--- src/rtl/uart_rx_buffer_pkg.sv ---
`default_nettype none
// +----------------------------------------------------------------------------+
// | Module   : uart_rx_pkg                                                      |
// | Purpose  : Shared types and constants for the UART receive buffer slice.    |
// |            cap_state_e : capture handshake FSM states                       |
// |            STAT_W      : width of the optional statistics counters          |
// | Revision : 1.0 - initial release                                            |
// +----------------------------------------------------------------------------+
package uart_rx_pkg;

    localparam int STAT_W = 16;

    typedef enum logic [1:0] {
        IDLE     = 2'd0,
        CLEAR    = 2'd1,
        WAIT_LOW = 2'd2
    } cap_state_e;

endpackage : uart_rx_pkg
`default_nettype wire

--- src/rtl/uart_rx_buffer_fifo.sv ---
`default_nettype none
// +----------------------------------------------------------------------------+
// | Module   : sync_fifo                                                        |
// | Purpose  : Single-clock FIFO with registered storage and head-of-queue      |
// |            read data (first-word fall-through).                             |
// | Ports    : clk, rst_n         clock / async active-low reset               |
// |            push, push_data   write request and byte                        |
// |            pop               read request (ignored while empty)            |
// |            rd_data           head entry                                    |
// |            full, empty       occupancy flags                               |
// |            count             occupancy, 0..DEPTH                           |
// | Params   : DEPTH (power of two, >=2), DATA_W                                |
// | Revision : 1.0 - initial release                                            |
// +----------------------------------------------------------------------------+
module sync_fifo #(
    parameter int DEPTH  = 16,
    parameter int DATA_W = 8
) (
    input  logic                     clk,
    input  logic                     rst_n,
    input  logic                     push,
    input  logic [DATA_W-1:0]        push_data,
    input  logic                     pop,
    output logic [DATA_W-1:0]        rd_data,
    output logic                     full,
    output logic                     empty,
    output logic [$clog2(DEPTH):0]   count
);

    localparam int                 c_ptr_w   = $clog2(DEPTH);
    localparam logic [c_ptr_w:0]   c_full    = (c_ptr_w+1)'(DEPTH);
    localparam logic [c_ptr_w:0]   c_cnt_one = (c_ptr_w+1)'(1);
    localparam logic [c_ptr_w-1:0] c_ptr_one = c_ptr_w'(1);

    logic [DATA_W-1:0]  r_mem [DEPTH];
    logic [c_ptr_w-1:0] r_wr_ptr;
    logic [c_ptr_w-1:0] r_rd_ptr;
    logic [c_ptr_w:0]   r_count;
    logic               w_do_push;
    logic               w_do_pop;

    assign full  = (r_count == c_full);
    assign empty = (r_count == '0);
    assign count = r_count;

    // A pop only counts when there is something to pop; a push into a full
    // FIFO is still accepted when the same edge frees a slot.
    assign w_do_pop  = pop & ~empty;
    assign w_do_push = push & (~full | w_do_pop);

    // Storage is reset so rd_data reads as zero out of reset.
    always_ff @(posedge clk or negedge rst_n) begin
        if (!rst_n) begin
            for (int i = 0; i < DEPTH; i++) begin
                r_mem[i] <= '0;
            end
        end else if (w_do_push) begin
            r_mem[r_wr_ptr] <= push_data;
        end
    end

    // Pointers are exactly log2(DEPTH) bits, so wrap is the natural overflow.
    always_ff @(posedge clk or negedge rst_n) begin
        if (!rst_n) begin
            r_wr_ptr <= '0;
            r_rd_ptr <= '0;
            r_count  <= '0;
        end else begin
            if (w_do_push) begin
                r_wr_ptr <= r_wr_ptr + c_ptr_one;
            end
            if (w_do_pop) begin
                r_rd_ptr <= r_rd_ptr + c_ptr_one;
            end
            case ({w_do_push, w_do_pop})
                2'b10:   r_count <= r_count + c_cnt_one;
                2'b01:   r_count <= r_count - c_cnt_one;
                default: r_count <= r_count;
            endcase
        end
    end

    assign rd_data = r_mem[r_rd_ptr];

endmodule : sync_fifo
`default_nettype wire

--- src/rtl/uart_rx_buffer.sv ---
`default_nettype none
// +----------------------------------------------------------------------------+
// | Module   : uart_rx_buffer                                                   |
// | Purpose  : Captures bytes from async_receiver via its ready/clear handshake,|
// |            buffers them in a FIFO and presents them on a valid/ready        |
// |            stream. Bytes lost to a full FIFO set a sticky overflow flag.    |
// | Ports    : clk, rst_n            clock / async active-low reset            |
// |            rx_ready, rx_data    receiver byte-ready and byte               |
// |            rx_clear             one-cycle acknowledge to the receiver      |
// |            rd_valid, rd_ready   consumer stream handshake                  |
// |            rd_data              head-of-FIFO byte                          |
// |            count                FIFO occupancy                             |
// |            overflow, ovf_clr    sticky drop flag and its clear             |
// |            rx_total, rx_dropped statistics (zero unless enabled)           |
// | Config   : define UART_RX_BUF_STATS_EN to build saturating byte counters.  |
// | Revision : 1.0 - initial release                                            |
// +----------------------------------------------------------------------------+
module uart_rx_buffer
    import uart_rx_pkg::*;
#(
    parameter int DEPTH  = 16,
    parameter int DATA_W = 8
) (
    input  logic                     clk,
    input  logic                     rst_n,
    input  logic                     rx_ready,
    input  logic [DATA_W-1:0]        rx_data,
    output logic                     rx_clear,
    output logic                     rd_valid,
    input  logic                     rd_ready,
    output logic [DATA_W-1:0]        rd_data,
    output logic [$clog2(DEPTH):0]   count,
    output logic                     overflow,
    input  logic                     ovf_clr,
    output logic [STAT_W-1:0]        rx_total,
    output logic [STAT_W-1:0]        rx_dropped
);

    cap_state_e r_state;
    cap_state_e w_state_next;
    logic       w_capture;
    logic       w_rx_clear;
    logic       w_full;
    logic       w_empty;
    logic       w_drop;
    logic       r_overflow;

    always_ff @(posedge clk or negedge rst_n) begin
        if (!rst_n) begin
            r_state <= IDLE;
        end else begin
            r_state <= w_state_next;
        end
    end

    // WAIT_LOW blocks re-capture until the receiver has dropped rx_ready, so
    // a byte whose ready flag lingers is never taken twice.
    always_comb begin
        w_state_next = r_state;
        w_capture    = 1'b0;
        w_rx_clear   = 1'b0;
        case (r_state)
            IDLE: begin
                if (rx_ready) begin
                    w_capture    = 1'b1;
                    w_state_next = CLEAR;
                end
            end
            CLEAR: begin
                w_rx_clear   = 1'b1;
                w_state_next = WAIT_LOW;
            end
            WAIT_LOW: begin
                if (!rx_ready) begin
                    w_state_next = IDLE;
                end
            end
            default: w_state_next = IDLE;
        endcase
    end

    // rx_clear decodes the state register directly, so it drops as soon as
    // reset forces the state back to IDLE.
    assign rx_clear = w_rx_clear;

    sync_fifo #(
        .DEPTH  (DEPTH),
        .DATA_W (DATA_W)
    ) u_fifo (
        .clk       (clk),
        .rst_n     (rst_n),
        .push      (w_capture),
        .push_data (rx_data),
        .pop       (rd_ready),
        .rd_data   (rd_data),
        .full      (w_full),
        .empty     (w_empty),
        .count     (count)
    );

    assign rd_valid = ~w_empty;

    // Full implies non-empty, so rd_ready alone means a pop frees a slot.
    assign w_drop = w_capture & w_full & ~rd_ready;

    // Setting has priority over clearing.
    always_ff @(posedge clk or negedge rst_n) begin
        if (!rst_n) begin
            r_overflow <= 1'b0;
        end else if (w_drop) begin
            r_overflow <= 1'b1;
        end else if (ovf_clr) begin
            r_overflow <= 1'b0;
        end
    end

    assign overflow = r_overflow;

`ifdef UART_RX_BUF_STATS_EN
    logic [STAT_W-1:0] r_rx_total;
    logic [STAT_W-1:0] r_rx_dropped;

    always_ff @(posedge clk or negedge rst_n) begin
        if (!rst_n) begin
            r_rx_total   <= '0;
            r_rx_dropped <= '0;
        end else begin
            if (w_capture && (r_rx_total != '1)) begin
                r_rx_total <= r_rx_total + STAT_W'(1);
            end
            if (w_drop && (r_rx_dropped != '1)) begin
                r_rx_dropped <= r_rx_dropped + STAT_W'(1);
            end
        end
    end

    assign rx_total   = r_rx_total;
    assign rx_dropped = r_rx_dropped;
`else
    assign rx_total   = '0;
    assign rx_dropped = '0;
`endif

endmodule : uart_rx_buffer
`default_nettype wire

--- config.mk ---
export PLATFORM = sky130hd
export DESIGN_NAME = uart_rx_buffer
export DESIGN_NICKNAME = d
export VERILOG_FILES = /design/src/rtl/uart_rx_buffer_pkg.sv /design/src/rtl/uart_rx_buffer_fifo.sv /design/src/rtl/uart_rx_buffer.sv
export SDC_FILE = /design/constraint.sdc
export NUM_CORES = 1
export LEC_CHECK = 0
export BUFFER_PORTS_ARGS = -buffer_cell sky130_fd_sc_hd__buf_4
export CORE_UTILIZATION = 40
export CTS_BUF_LIST = sky130_fd_sc_hd__clkbuf_8
export DETAILED_ROUTE_END_ITERATION = 8
export HOLD_SLACK_MARGIN = 0.03
export PLACE_DENSITY = 0.58
export SYNTH_ARGS = -nofsm -noshare
export SYNTH_HDL_FRONTEND = slang
export SYNTH_HIERARCHICAL = 1
export SYNTH_SLANG_ARGS = --single-unit
--- constraint.sdc ---
create_clock -name clk -period 4.7 [get_ports clk]
set_input_delay 0.94 -clock clk [delete_from_list [all_inputs] [get_ports clk]]
set_output_delay 0.94 -clock clk [all_outputs]
set_load 0.1 [all_outputs]
==> summary.json <==
{
  "global_routing": {
    "grt_pass1_wl_mm": 23.3,
    "grt_overflow": 0,
    "largest_net_degree_at_the_start_of_global_routing": 108,
    "initial_antenna_violation_count": 0,
    "gr-usage-all-layers_pct": 17.8,
    "grt_pass1_vias": 4114
  },
  "sta": {
    "finalSetupViolations": 0,
    "report.final.hold_viol_count": 0,
    "final.period_utilization_pct": 75.7,
    "achievable-frequency_mhz": 281,
    "slew_headroom_pct": 34.7,
    "grt_setup_unrepaired": "false",
    "fin_tns_setup_ns": 0,
    "slew_at_the_pin_closest_to_its_max_slew_limit_ns": 0.980,
    "period_needed_ns": 3.56,
    "fin_skew_ns": 0.00982,
    "finalMaxSlewViolations": 0
  },
  "cts": {
    "clock_tree_from_tritoncts": "built",
    "clk_lat_worst_skew_ns": 0.45,
    "cts.root.buffer_cell": "clkbuf_8",
    "cts.hold.buffers_added": 0,
    "cts.htree.levels": 4,
    "clkSinkCount": 144,
    "max-clock-path-buffers": 2,
    "post-cts-setup-buffer-count": 0,
    "cts_repair_resize_count": 0,
    "tritoncts.num_buffers": 17,
    "path_clk_slew_ns": 0.08
  },
  "final_layout": {
    "area.growth.synth_to_final_pct": 10.2,
    "layout.cell_area.non_filler_um2": 7640,
    "design.final.nets": 523,
    "drive_gt1_share_pct": 46.2,
    "fillers": 1497,
    "multiInputGateArea_um2": 3070,
    "instances_no_fill": 733,
    "antenna_cells": 0,
    "area.sequential_um2": 3600
  },
  "worst_setup_path": {
    "critical_path_cell_by_cell": "buf_12, mux4_2, a22oi_1, nand2_1, buf_4",
    "arrival_ns": 2.62,
    "worst_case_reg_to_reg_path_depth": 7,
    "crit_family": "flip-flops",
    "cp_data_required_time_ns": 3.76,
    "worst-path-buf-inv": 2,
    "crit_start": "u_fifo/r_rd_ptr[0]",
    "critical_path_slowest_stage_cell": "dfrtp_2",
    "critPathLaunchType": "flip-flop",
    "regToRegSetupSlack_ns": 1.54,
    "worst_flop_to_flop_path_startpoint": "u_fifo/count[0]",
    "max_incr_delay_on_cp_ns": 0.66,
    "critical_path_class": "reg2out",
    "type_of_element_capturing_the_critical_path": "output port",
    "cp_max_fo": 23,
    "worstReg2RegEnd": "u_fifo/count[4]"
  },
  "yosys": {
    "flop_and_latch_count_out_of_synthesis": 144,
    "ys_warn_count": 6,
    "synthMostInstantiatedCell": "dfrtp_1",
    "synth-async-reset-ratio_pct": 100,
    "synthesis.area_um2": 6930,
    "yosysUniqueCellTypes": 40,
    "synth_top_cell_area_share_pct": 52.0,
    "dominantRegCellSynth": "dfrtp_1",
    "syn-instance-count": 476,
    "post-synth-top-area-cell": "dfrtp_1",
    "synth_area_leaders": "dfrtp_1, mux2_2, mux4_2",
    "synth.top_cells.by_count": "dfrtp_1, mux2_2, buf_4, mux4_2, clkbuf_1",
    "synth_seq_area_share_pct": 52.0,
    "number_of_synthesized_flops_with_an_enable_pin": 0,
    "synthesized_area_per_cell_um2": 14.6
  },
  "pwr": {
    "share_comb_of_total_power_pct": 47.4,
    "worst_ir_drop_vdd_mv": 0.460,
    "p_total_uw": 5970,
    "p_leak_uw": 0.00341,
    "power-per-cell-area_nw_per_um2": 781,
    "switching_share_pct": 42.3,
    "power_switching_uw": 2530,
    "clkPwrFrac_pct": 16.7,
    "p_seq_share_pct": 35.9,
    "cellInternalPower_uw": 3440
  },
  "placement": {
    "placement.io_buffers": 28,
    "routabilityCongestion": 0.716,
    "postPlaceCellArea_um2": 7230,
    "dp.final_hpwl_mm": 9.03,
    "place_inst": 701
  },
  "die": {
    "io-pin-count": 61,
    "total_die_area_um2": 17900,
    "die_h_um": 134,
    "starting_density_of_the_core_pct": 41.3,
    "core_area_um2": 16800,
    "rows": 47,
    "die_width_um": 134
  },
  "hold_path": {
    "whs_endpoint": "u_fifo/r_mem[76]",
    "hold_depth": 1,
    "hold_path.startpoint": "u_fifo/r_mem[76]",
    "holdCritPathClass": "reg2reg"
  },
  "outcome": {
    "run_status": "completed"
  },
  "detailed_routing": {
    "initialDrtViolationCount": 185,
    "wl_per_cell_um": 19.3,
    "vias_per_std_cell": 5.30,
    "drt_wl_total_mm": 14.2,
    "routed-via-count": 3885,
    "drtAntennaViolNets": 0,
    "remaining_drc_errors": 0,
    "first_pass_iters": 4
  },
  "run": {
    "max_cap_violations": 0
  }
}
## stage by stage
stage	worst slack [ns]	hold WS [ns]	utilization, %
finish	1.14	0.492	45.6
global route	0.992	0.510	45.6
CTS	1.08	0.499	45.6
detailed placement	1.34	0.473	43.2
global placement	1.47	0.462	43.2
floorplan	1.49	0.452	-
## cells by family (layout without fill, tap and decap cells)
group / count (synthesis) / after routing / share of synthesized area (%)
buf+inv: 65 / 71 / 5.33
fa+ha+maj: 10 / 10 / 1.91
simple gates: 53 / 53 / 4.41
xor+xnor: 9 / 9 / 1.14
other cells: 1 / 32 / 0.0541
compound gates: 31 / 31 / 3.47
mux: 163 / 163 / 31.7
flops: 144 / 144 / 52.0
## layout make-up
type | count | area share (%)
multi-input combinational | 298 | 40.2
timing repair buffer | 31 | 3.26
clock buffer | 17 | 3.06
tap | 220 | 3.60
clock inverter | 15 | 2.23
inverter | 8 | 0.393
sequential | 144 | 47.2
## layout by cell type, fill, tap and decap left out, types with 4 or more instances in the layout
cell type,n
buf_4,29
mux4_2,32
nand2b_1,4
nor2_1,7
inv_1,10
conb_1,32
ha_1,9
mux2_1,7
o211ai_2,4
mux2_2,124
o21ai_0,4
nor2_2,9
a22oi_1,16
nand2_1,14
dfrtp_1,143
nor3_2,4
clkbuf_8,17
xnor2_1,7
## state kept, by name, summed over array words and instances, names as in the netlist
register,count
u_fifo/r_wr_ptr,4
u_fifo/r_rd_ptr,4
u_fifo/count,5
u_fifo/r_mem,128
r_state,2
overflow,1
## power by group through the flow
stage          Clock, uW  Combinational [uW]  Sequential [uW]
3_5_place_dp           0                2850             2170
4_1_cts             1030                2850             2140
3_3_place_gp           0                2820             2130
6_report             997                2830             2140
2_1_floorplan          0                2250             2170
5_1_grt             1080                3010             2220
## how the worst max path moves through the flow
stage,end,cells past startpoint
finish,rd_data[2],5
global route,rd_data[1],5
CTS,rd_data[2],5
detailed placement,u_fifo/count[4],8
global placement,u_fifo/count[4],8
floorplan,u_fifo/count[4],8
## metal layers
metal	vias to the layer above	track usage (%)	part of all wire [%]
met5	-	0	0
met4	0	6.82	1.7
met3	17	3.73	2.8
met2	76	28.5	49
met1	2081	23.7	46
li1	1711	-	-
Power figures use the tool's default switching activity.
